==> src/rtl/score_board_pkg.sv <==
// Shared types for the register producer tracker.
// Select word layout is consumed directly by the bypass mux.
package score_board_pkg;

    localparam int REG_WIDTH = 5;

    typedef logic [REG_WIDTH-1:0] REG_ADDR;

    typedef struct packed {
        logic [2:0] position;
        logic       line;
    } SCORE_BOARD_DATA;

    localparam logic [2:0] POS_EXEC = 3'b100;

endpackage

==> src/rtl/score_board_entry.sv <==
// One architectural register's producer record.
// Shifts toward commit on advance; a new write replaces it.
module score_board_entry
    import score_board_pkg::*;
(
    input  logic            clk,
    input  logic            resetn,
    input  logic            advance,
    input  logic            wr_en,
    input  logic            wr_line,
    input  logic            wr_load,
    output SCORE_BOARD_DATA data,
    output logic            load_pend
);

    always_ff @(posedge clk or negedge resetn) begin
        if (!resetn) begin
            data      <= '0;
            load_pend <= 1'b0;
        end else if (advance) begin
            if (wr_en) begin
                data.position <= POS_EXEC;
                data.line     <= wr_line;
                load_pend     <= wr_load;
            end else begin
                data.position <= data.position >> 1;
                load_pend     <= 1'b0;
            end
        end
    end

endmodule

==> src/rtl/score_board.sv <==
// Per-register producer tracker for the dual-issue pipeline.
// Drives bypass select words and load-use stalls toward issue.
module score_board
    import score_board_pkg::*;
#(
    parameter int NUM_REGS = 32,
    parameter int NUM_SRC  = 4
) (
    input  logic                            clk,
    input  logic                            resetn,
    input  logic                            advance,
    input  logic                            flush,
    input  logic            [1:0]           issue_valid,
    input  REG_ADDR         [1:0]           issue_dest,
    input  logic            [1:0]           issue_is_load,
    input  REG_ADDR         [NUM_SRC-1:0]   src_addr,
    output SCORE_BOARD_DATA [NUM_SRC-1:0]   score_board_data,
    output logic            [NUM_SRC-1:0]   src_stall,
    output logic                            issue_ready
);

    SCORE_BOARD_DATA    ent_data [NUM_REGS];
    logic               ent_lp   [NUM_REGS];
    logic               issue_ok;
    logic [NUM_SRC-1:0] src_used;

    assign issue_ok    = advance && !flush;
    assign ent_data[0] = '0;
    assign ent_lp[0]   = 1'b0;

    // Lane 1 is younger, so its hit wins on a shared destination.
    for (genvar r = 1; r < NUM_REGS; r++) begin : g_ent
        logic hit0;
        logic hit1;

        assign hit0 = issue_valid[0] && (issue_dest[0] == REG_ADDR'(r));
        assign hit1 = issue_valid[1] && (issue_dest[1] == REG_ADDR'(r));

        score_board_entry u_entry (
            .clk       (clk),
            .resetn    (resetn),
            .advance   (advance),
            .wr_en     (issue_ok && (hit0 || hit1)),
            .wr_line   (hit1),
            .wr_load   (hit1 ? issue_is_load[1] : issue_is_load[0]),
            .data      (ent_data[r]),
            .load_pend (ent_lp[r])
        );
    end

    always_comb begin
        score_board_data = '0;
        src_stall        = '0;
        src_used         = '0;
        for (int k = 0; k < NUM_SRC; k++) begin
            score_board_data[k] = ent_data[src_addr[k]];
            src_stall[k]        = ent_lp[src_addr[k]]
                                & ent_data[src_addr[k]].position[2];
            src_used[k]         = (src_addr[k] != '0);
        end
    end

    assign issue_ready = ~|(src_stall & src_used);

endmodule
==> config.mk <==
export PLATFORM = sky130hd
export DESIGN_NAME = score_board
export DESIGN_NICKNAME = d
export VERILOG_FILES = /design/src/rtl/score_board_pkg.sv /design/src/rtl/score_board_entry.sv /design/src/rtl/score_board.sv
export SDC_FILE = /design/constraint.sdc
export NUM_CORES = 1
export LEC_CHECK = 0
export ABC_CLOCK_PERIOD_IN_PS = 1790
export BUFFER_PORTS_ARGS = -buffer_cell sky130_fd_sc_hd__buf_2
export CAP_MARGIN = 15
export CORE_ASPECT_RATIO = 1.5
export CORE_UTILIZATION = 55
export CTS_CLUSTER_SIZE = 24
export DETAILED_ROUTE_END_ITERATION = 10
export PLACE_DENSITY_LB_ADDON = 0.3
export SKIP_CTS_REPAIR_TIMING = 1
export SLEW_MARGIN = 15
export SYNTH_ARGS = -nofsm -noshare
export SYNTH_HDL_FRONTEND = slang
export SYNTH_SLANG_ARGS = --single-unit
==> constraint.sdc <==
create_clock -name clk -period 1.79 [get_ports clk]
set_input_delay 0.0895 -clock clk [delete_from_list [all_inputs] [get_ports clk]]
set_output_delay 0.0895 -clock clk [all_outputs]
set_load 0.05 [all_outputs]
Word level (Yosys, flattened, before mapping):

Cells that the tools add are included.
Widths: inputs -> output; s select.

* add/sub/neg operators: 0
* multipliers: 0
* div/mod/pow operators: 0
* $lt $le $gt $ge: 4
* equal/unequal tests: 62
* shift operators: 0
* multiplexer cells: 117
* bitwise gates (word level): 9
* reduce and logical (&&, ||, !) cells: 163

Operators with widths (count)
* $eq 5x5->1 const B: 32
* $logic_and 1x1->1: 94
* $mux 3: 31
* $bmux 4 s5: 4
* $eq 5x4->1 const B: 16
* $mux 1: 70
* $reduce_and 2->1: 31
* $eq 5x3->1 const B: 8
* $mux 4: 8
* $logic_or 1x1->1: 31
* $ge 6x6->1 const B: 4
* $not 5->6: 4
* $bmux 1 s5: 4
* $eq 5x2->1 const B: 4
* $reduce_bool 5->1: 4
* $eq 5x1->1 const B: 2
* $and 1x1->1: 4
* $and 4x4->4: 1
* $reduce_or 4->1: 1
* $logic_not 1->1: 2

* bits in registers: 155
* bits in latches: 0
* RAM bits: 0
* bits in read-only memories: 0
* input bits: 38
* output and inout bits: 21
* logic and storage cells: 448
* memories: 0

Longest topological paths before layout:

Gate-level depths: netlist of the first run.

* word-level depth: 8
* depth in mapped cells: 9

By module:

From an unflattened synthesis of the first run, not the netlist that was laid out.

* cell total of the unflattened synthesis: 1188
* area total of the unflattened synthesis: 12633.4 sq um

By module, submodules not included
* score_board: times used 1, cells an instance 630, area each 6388.6 sq um, seq. area each 0.0 sq um
* score_board_entry: times used 31, cells an instance 18, area each 201.4 sq um, seq. area each 125.1 sq um

Least setup slack after synthesis of the first run:

OpenSTA, ideal clock, no wires.

* path type: register to output
* start point: reg g_ent[31].u_entry.data[3] (netlist name)
* end point: out issue_ready
* data arrival time: 2.957 ns
* data required time: 1.701 ns
* setup slack: -1.257 ns
* cell stages (with the launch flop): 7
* path through: dfrtp_1 > mux4_2 > o22ai_1 > a31oi_1 > mux4_2 > o311a_1 > nor4_2

RTL lines
* from (decl): line score_board_entry.sv:12 `output SCORE_BOARD_DATA data,`
* to (decl): line score_board.sv:19 `output logic issue_ready`

Worst setup path after layout of the first run:

* start point: reg g_ent[7].u_entry.data[3] (netlist name)
* end point: out issue_ready

* word-level cells in the longest chain between the ends: 7
* elaborated cells on any way between the ends: 19
* classes of those cells: mux: 12; bitwise: 5; reduce/logical: 2

RTL lines
* from (decl): line score_board_entry.sv:12
* $bmux 4 s5: line score_board.sv:58 `& ent_data[src_addr[k]].position[2];`
* $mux 4 (implied by the code) (2 in a row): line score_board.sv:58
* $and 1x1->1: line score_board.sv:58
* $and 4x4->4 (*): line score_board.sv:63 `assign issue_ready = ~|(src_stall & src_used);`
* $reduce_or 4->1 (*): line score_board.sv:63
* $logic_not 1->1 (*): line score_board.sv:63

Every way passes the cells marked *; elsewhere a longest branch is shown, timed or not. The select of a mux whose other input is x is not followed.

==> reports/results.ini, run 1 <==
[setup_path]
critPathLaunchType=register
worstPathRequired_ps=1700
r2r_slack_ps=720
cp.arrival_ps=2810
cp.buffers_inverters=1
crit_fanout=4
timing.rr.end=g_ent[29].u_entry.data[2]
slowest_stage=mux4_2
rr_worst_depth=5
path_common_cell=mux4_2
critPathTopFamily=multiplexers
worstPathCellList=mux4_2 -> nor2_1 -> a311oi_1 -> mux4_2 -> o311a_4 -> nor4_4 -> buf_6
endpoint_kind=output pin
criticalPathCategory=reg -> out
slowest_delay_ps=550
rr_startpoint=g_ent[29].u_entry.data[3]

[logic_synthesis]
synth_cell_types=48
syn_avg_cell_area_sq_um=10.1
syn_nets=1234
synth_ff_type=dfrtp_1
synth_area_sq_um=12100
synthTopCellsByArea=dfrtp_1, mux4_2, o21ai_0, mux2i_1, inv_1
ys_seq_area_frac=0.322
synth_seq_cells=155
synth_edf_count=0
synth_top_area_share=0.322
ys_async_sr_fraction=1.00
yosysTopAreaCell=dfrtp_1
yosys_warnings=0
syn_inst=1196

[routing]
drt_pass1_iterations=5
dr_total_vias=12400
wl_per_cell_microns=27.9
drc_errors=0
vias_per_cell=6.89
ant_nets=0
drtIter0Drc=1451
wl_microns=50400

[finish]
fin_area_sq_um=16200
num-nets-final=1560
fin_util=0.752
area_growth_pct=34.5
drive_gt1_frac=0.438
antenna_cells=0
nFillCells=1480

[die]
io_pins=59
rows=66
die-area_sq_um=22500
die_width_microns=123
start_util=0.559
coreArea_sq_um=21600
dieHeight_microns=183

[grt]
grt_max_degree=187
grt-ovfl-total=0
track_usage=0.472
antenna_found_initial=2
grt_pass1_vias=12300
grt_first_pass_wirelength_microns=74800

[sta]
finalMaxSlewViolations=0
worst_pin_slew_ps=815
rsz0062_at_grt=true
finalHoldViolCount=0
relSlewSlack=0.457
post-route-period-util=1.62
max_freq_mhz=345
setup_ws_ps=-1110
clock_skew_ps=4.86
period_minus_slack_ps=2900
setup-violations-final=21

[cts]
cts_inserted_buffers=17
cts_tree=yes
cts_root_buf=clkbuf_16
clock_latency_ps=450
path_clk_slew_ps=70
numClockSinks=155
cts.path.max_buffers=2
htree_num_levels=4

[power]
power_density_nw_per_um2=647
p_leak_nw=6.87
power.internal_mw=7.33
seqPwrFrac=0.365
p_sw_mw=3.16
peakVddDrop_v=0.000783
p_comb_frac=0.237
clkPwrFrac=0.398
sw_frac_of_total=0.301
power_mw=10.5

[placement]
placed_cell_area_sq_um=15000
dpl.hpwl_microns=37300
finalWeightedCongestion=1.00
port_buffers=58
pre_cts_slack_ps=-716

[run_status]
violations=negative setup slack
status=finished with violations

[hold_path]
holdCritPathClass=in -> reg
hp-start=issue_dest[2]
min_to=g_ent[14].u_entry.data[0]
hold_path_depth=3

[flow_run]
cap_violations=0

## power groups by stage
stage          Combinational, mW  Clock, mW  Sequential [mW]
2_1_floorplan               1.29          0             3.81
3_3_place_gp                2.22          0             3.87
3_5_place_dp                2.25          0             3.88
4_1_cts                     2.27       4.16             3.81
5_1_grt                     2.58       4.30             3.84
6_report                    2.48       4.18             3.83
## flip-flops by register name, indices dropped and copies added, names as in the netlist
register / cells
g_ent.u_entry.data: 124
g_ent.u_entry.load_pend: 31
## worst max-delay path by stage
stage	startpoint	endpoint	slack, ps	cells past startpoint
floorplan	g_ent[31].u_entry.data[3]	issue_ready	-860	6
global placement	src_addr[16]	score_board_data[13]	-680	11
detailed placement	src_addr[16]	score_board_data[13]	-720	11
CTS	g_ent[23].u_entry.data[3]	issue_ready	-1140	8
global route	g_ent[23].u_entry.data[3]	issue_ready	-1170	8
finish	g_ent[7].u_entry.data[3]	issue_ready	-1110	7
## cell usage in the layout, fill, tap and decap left out, types with 6 or more instances in the layout
cell type  count
nor2_2         7
clkbuf_16     17
mux2i_1       59
buf_12        16
a211oi_1       6
buf_6         25
a221oi_1       6
o22ai_1       55
mux2_2        22
inv_1        128
a21o_1        11
o21ai_0      133
o22a_1        14
nor2b_1       18
mux4_2       141
nand2_1       80
buf_4        320
nand3_1       61
buf_2         35
nand2b_1      14
o221ai_1       7
inv_2          6
dfrtp_2       17
nor2_1        59
dfrtp_1      138
a21oi_1       21
nor3_1         6
nor2_4         7
## per-layer routing
| layer | vias up | track usage | wire length, microns |
|---|---|---|---|
| met2 | 959 | 0.727 | 23800 |
| met5 | - | 0 | 0 |
| met3 | 323 | 0.136 | 5190 |
| li1 | 5133 | - | - |
| met4 | 0 | 0.396 | 5270 |
| met1 | 6025 | 0.535 | 16200 |
## worst reg2reg max path: cells and delay by family, from the launching register on
family	cells	cell delay, ps
AO/OA/AOI/OAI	1	80
flip-flops	1	390
buffers and inverters	3	370
AND/OR/NAND/NOR	1	60
## kinds of logic after synthesis
kind of cell           after synthesis  synth area share
buffers and inverters              232            0.0794
muxes                              226             0.337
and+or+nand+nor                    275             0.105
AOI/OAI and AO/OA                  308             0.157
DFF                                155             0.322
## synthesized netlist by cell type, drive strengths merged (7+ instances only)
library cell	count
mux2	26
dfrtp	155
nor2b	18
nor2	73
o21a	8
nor4	7
o21ai	137
nand2b	16
mux4	141
mux2i	59
o22a	14
a21oi	26
clkbuf	50
buf	46
inv	134
nand3	62
o221ai	8
a21o	11
o22ai	61
nand2	80
## layout make-up
cell class / count / area (sq um) / share of cell area
Clock buffer: 20 / 457 / 0.0282
Clock inverter: 11 / 191 / 0.0118
Inverter: 136 / 510 / 0.0315
Multi-Input combinational cell: 809 / 7540 / 0.465
Sequential cell: 155 / 3900 / 0.241
Tap cell: 272 / 340 / 0.0210
Timing Repair Buffer: 403 / 3270 / 0.202
## through the flow
stage	TNS (ps)	instances	hold WS, ps
6_report	-14590	1806	91.7
5_1_grt	-15520	1806	81.4
4_1_cts	-16030	1791	-436
3_5_place_dp	-10260	1760	33.6
3_3_place_gp	-9560	1760	32.0
2_1_floorplan	-1140	1196	-206
Note: power is estimated with default switching activity, not from simulation.
==> run 2, diff against run 1 <==
- PLACE_DENSITY: unset -> 0.77
- PLACE_DENSITY_LB_ADDON: 0.3 -> unset
==> run 2 against run 1 <==
- the flow finishes with violations (design-rule violations, negative setup slack)
- critical path type unchanged
- sequential cell count unchanged
- wire length down 2.3%
- die area unchanged
- utilization down 1.2 points
- register-to-register slack about the same
- global-route usage down 2.0 points
==> reports/results.ini, run 2 (synthesis results as in run 1) <==
[finish]
finalNonFillerCells=1793  ; -0.72%
drive_gt1_frac=0.431  ; -0.00678
nFillCells=1448  ; -2.2%
final_cell_mix=buf_4, mux4_2, o21ai_0, dfrtp_1, inv_1
area_growth_pct=32.4
num-nets-final=1546  ; -0.90%
layout_commonest_cell=buf_4
antenna_cells=0  ; unchanged
multi_input_area_sq_um=7450  ; -1.2%
reg.largest.list=g_ent.u_entry.data x124, g_ent.u_entry.load_pend x31
register_area_sq_um=3910  ; +0.13%
fin_area_sq_um=16000  ; -1.6%
top_register=g_ent.u_entry.data
largest_reg_flops=124  ; unchanged

[routing]
drtIter0Drc=1520  ; +4.8%
ant_nets=0  ; unchanged
drt_pass1_iterations=8  ; +3
wl_per_cell_microns=27.5  ; -1.6%
wl_microns=49300  ; -2.3%
vias_per_cell=6.91  ; +0.29%
drc_errors=1  ; +1
dr_total_vias=12400  ; -0.43%

[die]
rows=66  ; unchanged
die_width_microns=123  ; unchanged
start_util=0.559  ; unchanged
dieHeight_microns=183  ; unchanged
die-area_sq_um=22500  ; unchanged
io_pins=59  ; unchanged
coreArea_sq_um=21600  ; unchanged

[setup_path]
endpoint_kind=output pin
slowest_delay_ps=480  ; -70 ps
cp.arrival_ps=2730  ; -80 ps
critPathTopFamily=compound AO/OA/AOI/OAI gates
crit_fanout=5  ; +1
worstPathCellList=mux4_2 -> a31oi_1 -> o211ai_1 -> o21ai_1 -> buf_4 -> nor2_4 -> nor4_4 -> buf_6
criticalPathCategory=reg -> out
critPathLaunchType=register
slowest_stage=mux4_2
cp.buffers_inverters=2  ; +1
worstPathRequired_ps=1700  ; about the same

[placement]
port_buffers=58  ; unchanged
pre_cts_slack_ps=-658  ; +57.8 ps
placed_cell_area_sq_um=14800  ; -1.6%
finalWeightedCongestion=1.03  ; +3.1%
dp_cells=1732  ; -1.6%
dpl.hpwl_microns=36700  ; -1.6%

[run_status]
status=finished with violations
violations=design-rule violations, negative setup slack

[power]
p_sw_mw=3.14  ; -0.76%
p_comb_frac=0.235  ; -0.002
power.internal_mw=7.07  ; -3.6%
p_leak_nw=6.75  ; -1.8%
peakVddDrop_v=0.000724  ; -7.6%
sw_frac_of_total=0.307  ; +0.00608
power_density_nw_per_um2=640  ; -1.1%
clkPwrFrac=0.389  ; -0.009
seqPwrFrac=0.376  ; +0.011

[sta]
worst_pin_slew_ps=774  ; -40.3 ps
post-route-period-util=1.58  ; -0.0429
clock_skew_ps=10.6  ; +5.73 ps
rsz0062_at_grt=true
period_minus_slack_ps=2820  ; -76.9 ps
finalHoldViolCount=0  ; unchanged
max_freq_mhz=354  ; +2.7%
setup_ws_ps=-1030  ; +76.9 ps
relSlewSlack=0.484  ; +0.0269
setup-violations-final=21  ; unchanged
finalMaxSlewViolations=0  ; unchanged

[grt]
track_usage=0.451  ; -0.0205
grt_first_pass_wirelength_microns=72300  ; -3.3%
grt_max_degree=187  ; unchanged
grt-ovfl-total=0  ; unchanged
grt_pass1_vias=12100  ; -1.6%
antenna_found_initial=0  ; -2

[cts]
cts_tree=yes
cts_root_buf=clkbuf_16
clock_latency_ps=450  ; about the same
cts_inserted_buffers=17  ; unchanged
path_clk_slew_ps=70  ; about the same
cts.path.max_buffers=2  ; unchanged
htree_num_levels=4  ; unchanged
numClockSinks=155  ; unchanged

[flow_run]
cap_violations=0  ; unchanged

[hold_path]
holdCritPathClass=in -> reg

-- run 2: path summary, 6_finish.rpt --
| kind | from | endpoint | slack [ps] | depth (start not counted) |
|---|---|---|---|---|
| max in group asynchronous | resetn | g_ent[14].u_entry.data[0] | 1010 | 3 |
| max | g_ent[24].u_entry.load_pend | issue_ready | -1030 | 8 |
| min in group asynchronous | resetn | g_ent[4].u_entry.data[1] | 90 | 2 |
| min reg2reg | g_ent[1].u_entry.data[2] | g_ent[1].u_entry.data[1] | 550 | 2 |
| min | issue_dest[2] | g_ent[14].u_entry.data[0] | 80 | 3 |
| max reg2reg | g_ent[11].u_entry.data[3] | g_ent[11].u_entry.data[2] | 710 | 4 |
-- run 2: power by group through the flow --
stage	clock network, mW	registers [mW]	logic [mW]
after floorplan	0	3.81	1.29
after global placement	0	3.87	2.16
after detailed placement	0	3.88	2.19
after CTS	3.95	3.82	2.20
after global routing	4.07	3.85	2.49
final	3.97	3.84	2.40
-- run 2: final cells by class --
| type | count | area share |
|---|---|---|
| inverters | 136 | 0.0320 |
| multi-input cells | 809 | 0.467 |
| clock buffers | 20 | 0.0293 |
| clock inverters | 12 | 0.0102 |
| well taps | 272 | 0.0213 |
| repair buffers | 389 | 0.195 |
| flip-flops and latches | 155 | 0.245 |
-- run 2: worst reg2reg max path: stages, from the launching register on --
cell     delay, ps
dfrtp_1        420
buf_4          150
buf_4          130
nand3_1        100
o21ai_0        120
-- run 2: layer usage --
| metal | up-vias | GRT usage | routed length [microns] |
|---|---|---|---|
| met3 | 298 | 0.0886 | 4470 |
| met2 | 1002 | 0.735 | 23800 |
| met4 | 0 | 0.381 | 5110 |
| li1 | 5096 | - | - |
| met1 | 5990 | 0.502 | 15900 |
| met5 | - | 0 | 0 |
-- run 2: stage by stage --
step,power [mW],setup TNS (ps),util,hold WS (ps)
3_3_place_gp,6.03,-8310,0.686,-2.69
3_5_place_dp,6.07,-8420,0.686,-3.75
4_1_cts,9.97,-15260,0.715,-472
2_1_floorplan,5.10,-1140,-,-206
6_report,10.2,-14460,0.740,77.8
5_1_grt,10.4,-15100,0.740,108
